===== config.mk =====
export PLATFORM = sky130hd
export DESIGN_NAME = hazard_fwd_unit_flat
export DESIGN_NICKNAME = d
export VERILOG_FILES = /design/src/rtl/hazard_fwd_unit_if.sv /design/src/rtl/hazard_fwd_unit.sv /design/src/flat_wrapper.sv
export SDC_FILE = /design/constraint.sdc
export NUM_CORES = 1
export LEC_CHECK = 0
export CORE_ASPECT_RATIO = 0.7
export CORE_MARGIN = 8
export CORE_UTILIZATION = 40
export DETAILED_ROUTE_END_ITERATION = 10
export HOLD_SLACK_MARGIN = 0.05
export PLACE_DENSITY = 0.75
export SKIP_LAST_GASP = 1
export SLEW_MARGIN = 25
export SYNTH_ARGS = -nofsm -noshare
export SYNTH_HDL_FRONTEND = slang
export SYNTH_SLANG_ARGS = --single-unit
export TNS_END_PERCENT = 10

===== constraint.sdc =====
create_clock -name clk -period 6.12 [get_ports clk]
set_clock_uncertainty 0.1 [all_clocks]
set_input_delay 1.224 -clock clk [delete_from_list [all_inputs] [get_ports clk]]
set_output_delay 1.224 -clock clk [all_outputs]
set_load 0.05 [all_outputs]

===== src/rtl/hazard_fwd_unit_if.sv =====
// ID-stage hazard/forwarding bundle between the ID control decoder and hazard_fwd_unit.
// master: the decoder side, which drives the decoded instruction and flush and reads back stall/forwarding.
// slave: hazard_fwd_unit itself.
interface hazard_fwd_unit_if #(
    parameter int NREG_BITS = 5,
    parameter int FWD_DEPTH = 3
);
    localparam int SW = $clog2(FWD_DEPTH + 1);

    logic                 id_valid;
    logic [NREG_BITS-1:0] id_rs;
    logic [NREG_BITS-1:0] id_rt;
    logic                 id_use_rs;
    logic                 id_use_rt;
    logic                 id_wreg;
    logic [NREG_BITS-1:0] id_rn;
    logic                 id_m2reg;
    logic                 flush;
    logic                 stall;
    logic                 issue;
    logic [SW-1:0]        fwda_stage;
    logic [SW-1:0]        fwdb_stage;
    logic                 fwda_ld;
    logic                 fwdb_ld;
    logic [31:0]          stall_cnt;

    modport master (
        output id_valid, id_rs, id_rt, id_use_rs, id_use_rt, id_wreg, id_rn, id_m2reg, flush,
        input  stall, issue, fwda_stage, fwdb_stage, fwda_ld, fwdb_ld, stall_cnt
    );

    modport slave (
        input  id_valid, id_rs, id_rt, id_use_rs, id_use_rt, id_wreg, id_rn, id_m2reg, flush,
        output stall, issue, fwda_stage, fwdb_stage, fwda_ld, fwdb_ld, stall_cnt
    );
endinterface


===== src/rtl/hazard_fwd_unit.sv =====
// hazard_fwd_unit: ID-stage data-hazard unit.
// Keeps a shadow pipeline of in-flight destination registers (stage 1 = EXE ... stage FWD_DEPTH),
// picks the youngest matching producer for each source operand, and stalls ID when that producer
// is a load whose data is not yet available (stage index <= LOAD_LAT).
// Optional feature: define HAZ_STALL_CNT_EN to build a saturating 32-bit stall-cycle counter;
// without it stall_cnt is tied to zero.
module hazard_fwd_unit #(
    parameter int NREG_BITS = 5,
    parameter int FWD_DEPTH = 3,
    parameter int LOAD_LAT  = 1
) (
    input logic               clk,
    input logic               rst,
    hazard_fwd_unit_if.slave  bus
);
    localparam int SW = $clog2(FWD_DEPTH + 1);

    logic [FWD_DEPTH:1]   v;
    logic [FWD_DEPTH:1]   ld;
    logic [NREG_BITS-1:0] rn [1:FWD_DEPTH];

    logic          haz_a;
    logic          haz_b;
    logic [SW-1:0] stage_a;
    logic [SW-1:0] stage_b;
    logic          ld_a;
    logic          ld_b;
    logic          stall_i;
    logic          issue_i;
    logic          load_s1;

    // Operand resolution: scan oldest to youngest so the youngest match overwrites any older one,
    // which also hides older matches sitting behind a younger hazardous load.
    always_comb begin
        stage_a = '0;
        ld_a    = 1'b0;
        haz_a   = 1'b0;
        stage_b = '0;
        ld_b    = 1'b0;
        haz_b   = 1'b0;
        for (int k = FWD_DEPTH; k >= 1; k--) begin
            if (bus.id_use_rs && v[k] && (rn[k] == bus.id_rs) && (bus.id_rs != '0)) begin
                stage_a = SW'(k);
                ld_a    = ld[k] && (k > LOAD_LAT);
                haz_a   = ld[k] && (k <= LOAD_LAT);
            end
            if (bus.id_use_rt && v[k] && (rn[k] == bus.id_rt) && (bus.id_rt != '0)) begin
                stage_b = SW'(k);
                ld_b    = ld[k] && (k > LOAD_LAT);
                haz_b   = ld[k] && (k <= LOAD_LAT);
            end
        end
    end

    // Flush outranks stall; only a real, unstalled, unflushed instruction enters the shadow pipe.
    assign stall_i = bus.id_valid && !bus.flush && (haz_a || haz_b);
    assign issue_i = bus.id_valid && !stall_i && !bus.flush;
    assign load_s1 = issue_i && bus.id_wreg && (bus.id_rn != '0);

    assign bus.stall      = stall_i;
    assign bus.issue      = issue_i;
    assign bus.fwda_stage = stage_a;
    assign bus.fwdb_stage = stage_b;
    assign bus.fwda_ld    = ld_a;
    assign bus.fwdb_ld    = ld_b;

    // Shadow pipeline: stage 1 takes the issuing writer or a bubble, older stages shift every cycle.
    always_ff @(posedge clk) begin
        if (rst) begin
            v  <= '0;
            ld <= '0;
            for (int k = 1; k <= FWD_DEPTH; k++) begin
                rn[k] <= '0;
            end
        end else begin
            v[1]  <= load_s1;
            ld[1] <= load_s1 && bus.id_m2reg;
            rn[1] <= load_s1 ? bus.id_rn : '0;
            for (int k = 2; k <= FWD_DEPTH; k++) begin
                v[k]  <= v[k-1];
                ld[k] <= ld[k-1];
                rn[k] <= rn[k-1];
            end
        end
    end

`ifdef HAZ_STALL_CNT_EN
    logic [31:0] cnt;

    // Stall-cycle counter, saturating at all ones.
    always_ff @(posedge clk) begin
        if (rst) begin
            cnt <= '0;
        end else if (stall_i && (cnt != '1)) begin
            cnt <= cnt + 32'd1;
        end
    end

    assign bus.stall_cnt = cnt;
`else
    assign bus.stall_cnt = '0;
`endif
endmodule


===== src/flat_wrapper.sv =====
// flat-port wrapper written by rule: the top's interface ports become plain ports
module hazard_fwd_unit_flat 
#(
    parameter int NREG_BITS = 5,
    parameter int FWD_DEPTH = 3,
    parameter int LOAD_LAT  = 1
)
  (clk, rst, bus_id_valid, bus_id_rs, bus_id_rt, bus_id_use_rs, bus_id_use_rt, bus_id_wreg, bus_id_rn, bus_id_m2reg, bus_flush, bus_stall, bus_issue, bus_fwda_stage, bus_fwdb_stage, bus_fwda_ld, bus_fwdb_ld, bus_stall_cnt);
  hazard_fwd_unit_if #(.NREG_BITS(NREG_BITS), .FWD_DEPTH(FWD_DEPTH)) bus_i ();
  input logic clk;
  input logic rst;
  input wire logic [$bits(bus_i.id_valid)-1:0] bus_id_valid;
  input wire logic [$bits(bus_i.id_rs)-1:0] bus_id_rs;
  input wire logic [$bits(bus_i.id_rt)-1:0] bus_id_rt;
  input wire logic [$bits(bus_i.id_use_rs)-1:0] bus_id_use_rs;
  input wire logic [$bits(bus_i.id_use_rt)-1:0] bus_id_use_rt;
  input wire logic [$bits(bus_i.id_wreg)-1:0] bus_id_wreg;
  input wire logic [$bits(bus_i.id_rn)-1:0] bus_id_rn;
  input wire logic [$bits(bus_i.id_m2reg)-1:0] bus_id_m2reg;
  input wire logic [$bits(bus_i.flush)-1:0] bus_flush;
  output wire logic [$bits(bus_i.stall)-1:0] bus_stall;
  output wire logic [$bits(bus_i.issue)-1:0] bus_issue;
  output wire logic [$bits(bus_i.fwda_stage)-1:0] bus_fwda_stage;
  output wire logic [$bits(bus_i.fwdb_stage)-1:0] bus_fwdb_stage;
  output wire logic [$bits(bus_i.fwda_ld)-1:0] bus_fwda_ld;
  output wire logic [$bits(bus_i.fwdb_ld)-1:0] bus_fwdb_ld;
  output wire logic [$bits(bus_i.stall_cnt)-1:0] bus_stall_cnt;
  assign bus_i.id_valid = bus_id_valid;
  assign bus_i.id_rs = bus_id_rs;
  assign bus_i.id_rt = bus_id_rt;
  assign bus_i.id_use_rs = bus_id_use_rs;
  assign bus_i.id_use_rt = bus_id_use_rt;
  assign bus_i.id_wreg = bus_id_wreg;
  assign bus_i.id_rn = bus_id_rn;
  assign bus_i.id_m2reg = bus_id_m2reg;
  assign bus_i.flush = bus_flush;
  assign bus_stall = bus_i.stall;
  assign bus_issue = bus_i.issue;
  assign bus_fwda_stage = bus_i.fwda_stage;
  assign bus_fwdb_stage = bus_i.fwdb_stage;
  assign bus_fwda_ld = bus_i.fwda_ld;
  assign bus_fwdb_ld = bus_i.fwdb_ld;
  assign bus_stall_cnt = bus_i.stall_cnt;
  hazard_fwd_unit #(.NREG_BITS(NREG_BITS), .FWD_DEPTH(FWD_DEPTH), .LOAD_LAT(LOAD_LAT)) u_core (.clk(clk), .rst(rst), .bus(bus_i));
endmodule

==> results.json <==
{
  "outcome": "completed",
  "cts_sinks": 21,
  "critical_path_arrival_ps": 3860,
  "hold_viol": 0,
  "die_y_um": 64.95,
  "grt_usage": 0.1071,
  "crit_type": "input port to output port",
  "pwr-share-clk": 0.279,
  "dp.cells": 227,
  "grt_max_degree": 22,
  "rsz0062_at_grt": "no",
  "synth_edf_count": 0,
  "power_density_mw_per_mm2": 190.1,
  "setup.worst_path.end_class": "output port",
  "instances_no_fill": 231,
  "htreeDepth": 1,
  "slew_violations": 0,
  "num_vias": 1014,
  "whs_path_depth": 1,
  "antenna_left": 0,
  "top_layer": "met3",
  "power_frac_comb": 0.271,
  "ctsResizeCount": 0,
  "worst_pin_slew_ps": 750.5,
  "hpwl_um": 2624,
  "rr_worst_depth": 5,
  "fin_crit_ps": 5188,
  "clk_latency_ps": 250,
  "cts_tree": "built",
  "ys_seq_elements": 21,
  "yosysUniqueCellTypes": 29,
  "p_seq_frac": 0.450,
  "fin_crit_sh": 0.8477,
  "setup.worst_path.start_class": "input port",
  "drt-met1-wl_um": 1388,
  "clk_pin_slew_ps": 70,
  "synthFlopType": "dfxtp_1",
  "ir_worst_vdd_v": 0.0001326,
  "hold_path.class": "flip-flop to flip-flop",
  "cts_buffers": 3,
  "fin_setup_tns_ps": 0,
  "ys_warn_count": 0,
  "dp_slack_ps": 905.9,
  "drtPass1Iterations": 4,
  "swShare": 0.3344,
  "drt_iter0_drc": 32,
  "initial_core_util": 0.4262,
  "post-cts-setup-buffer-count": 0,
  "hold_buffers": 0,
  "async_flop_share": 0,
  "synthCells": 154,
  "routed_via_density": 4.390,
  "dieArea_mm2": 0.005580,
  "wl_met2_um": 1411,
  "leakage_uw": 0.0006150,
  "cts_root_buf": "clkbuf_8",
  "syn_to_final_growth_pct": 19.65,
  "ios": 63,
  "synth_area_per_cell_um2": 8.888,
  "clockBufferDepth": 2,
  "drv_cap": 0,
  "required_ps": 4800,
  "std_cell_rows": 17,
  "r2r_start": "u_core.rn[0][5]",
  "first_global_vias": 1044,
  "wl_met3_um": 272,
  "routed_wl_um": 3072,
  "slew_headroom": 0.4981,
  "syn_area_mm2": 0.001369,
  "worstPathMaxFanout": 9,
  "port_buffers": 30,
  "intPower_uw": 207.2,
  "gp_congestion": 0.8169,
  "min_from": "u_core.ld[1]",
  "power_switching_uw": 104.1,
  "diodes": 0,
  "finalSetupViolCount": 0,
  "drive_above_1_share": 0.05978,
  "total_power_uw": 311.3,
  "ys_seq_area_frac": 0.3071,
  "antenna_found_initial": 0,
  "die_w_um": 85.92,
  "coreArea_mm2": 0.003212,
  "max_freq_mhz": 192.8,
  "drcViolationCount": 0,
  "grt_pass1_wl_um": 4830,
  "cp-startpoint": "bus_id_rt[0]",
  "wl_per_cell_um": 13.30,
  "grt-ovfl-total": 0,
  "finalNetCount": 208,
  "final.setup.worst_slack_ps": 932.4
}
## placed cells by master (no fill, tap or decap)
cell	Yosys	routed
nor3_1	7	7
nor2b_1	16	16
and2_1	1	1
nand4_1	5	5
clkbuf_1	2	1
nor4_4	1	1
a21oi_1	4	4
o21bai_1	1	1
nor4_1	4	4
nor2_1	2	2
nand2_1	5	5
a31o_2	1	1
clkbuf_8	0	3
nand4b_1	2	2
conb_1	1	32
clkdlybuf4s50_1	0	30
or2_2	1	1
o21ai_2	2	2
nand3b_1	1	1
and4b_1	1	1
dfxtp_1	21	21
inv_1	1	1
or4_1	2	2
or4_4	1	1
nand3_1	7	7
xnor2_1	18	18
nor3_2	1	1
o21a_4	1	1
xor2_1	12	12
## worst max-delay path, stage by stage
cell             delay (ps)
clkdlybuf4s50_1         610
xnor2_1                 160
nand4_1                 110
nor3_1                  510
o21a_4                  290
and2_1                  140
clkdlybuf4s50_1         810
## per-stage QoR
step	hold slack (ps)	cell area (um^2)	utilization
after floorplan	359.3	1485	-
after global placement	367.2	1593	0.4959
after detailed placement	372.7	1593	0.4959
after CTS	380.0	1638	0.5099
after global routing	394.4	1638	0.5099
final	381.5	1638	0.5099
## sequential cells by signal, indices dropped and copies added (netlist names)
signal	cells
u_core.ld	3
u_core.v	3
u_core.rn	15
## synth_stat cells, drive strengths merged, types with 2 or more instances
library cell,n,area share
a21oi,4,0.015
buf,33,0.18
clkbuf,2,0.0055
dfxtp,21,0.31
nand2,5,0.014
nand3,7,0.026
nand4,5,0.023
nand4b,2,0.013
nor2,2,0.0055
nor2b,16,0.073
nor3,8,0.033
nor4,5,0.034
o21ai,2,0.013
or4,3,0.019
xnor2,18,0.12
xor2,12,0.077
## final timing paths
check | end | slack [ps]
setup / recovery | bus_stall | 930
setup reg to reg | u_core.rn[0][9] | 4320
hold / removal | u_core.ld[2] | 380
hold reg to reg | u_core.ld[2] | 380
## cell families (layout without fill, tap and decap cells)
group / count (synthesis) / count (layout) / synth area share
xor+xnor: 30 / 30 / 0.1920
buf+inv: 36 / 35 / 0.1865
flops: 21 / 21 / 0.3071
simple gates: 57 / 57 / 0.2614
compound gates: 9 / 9 / 0.05028
other cells: 1 / 32 / 0.002740
## per-layer routing
| metal | up-vias | GRT usage |
|---|---|---|
| met5 | - | 0 |
| met4 | 0 | 0.02609 |
| met3 | 0 | 0.04025 |
| met2 | 41 | 0.1732 |
| met1 | 458 | 0.1308 |
| li1 | 515 | - |
## power groups by stage
stage                     clock network (uW)  registers [uW]  logic (uW)
after detailed placement                   0             143        83.4
after CTS                               89.8             140        83.7
after floorplan                            0             143        76.9
after global placement                     0             143        82.9
after global routing                    94.8             140        88.6
final                                   87.0             140        84.3
## cell type report
type	instances	area, um^2
clock buffer	4	45.04
fill	335	1574
inverter	1	3.754
multi-input combinational	128	809.5
sequential	21	420.4
tap	47	58.81
timing repair buffer	30	300.3
No activity file was read; power rests on OpenSTA's default activity.
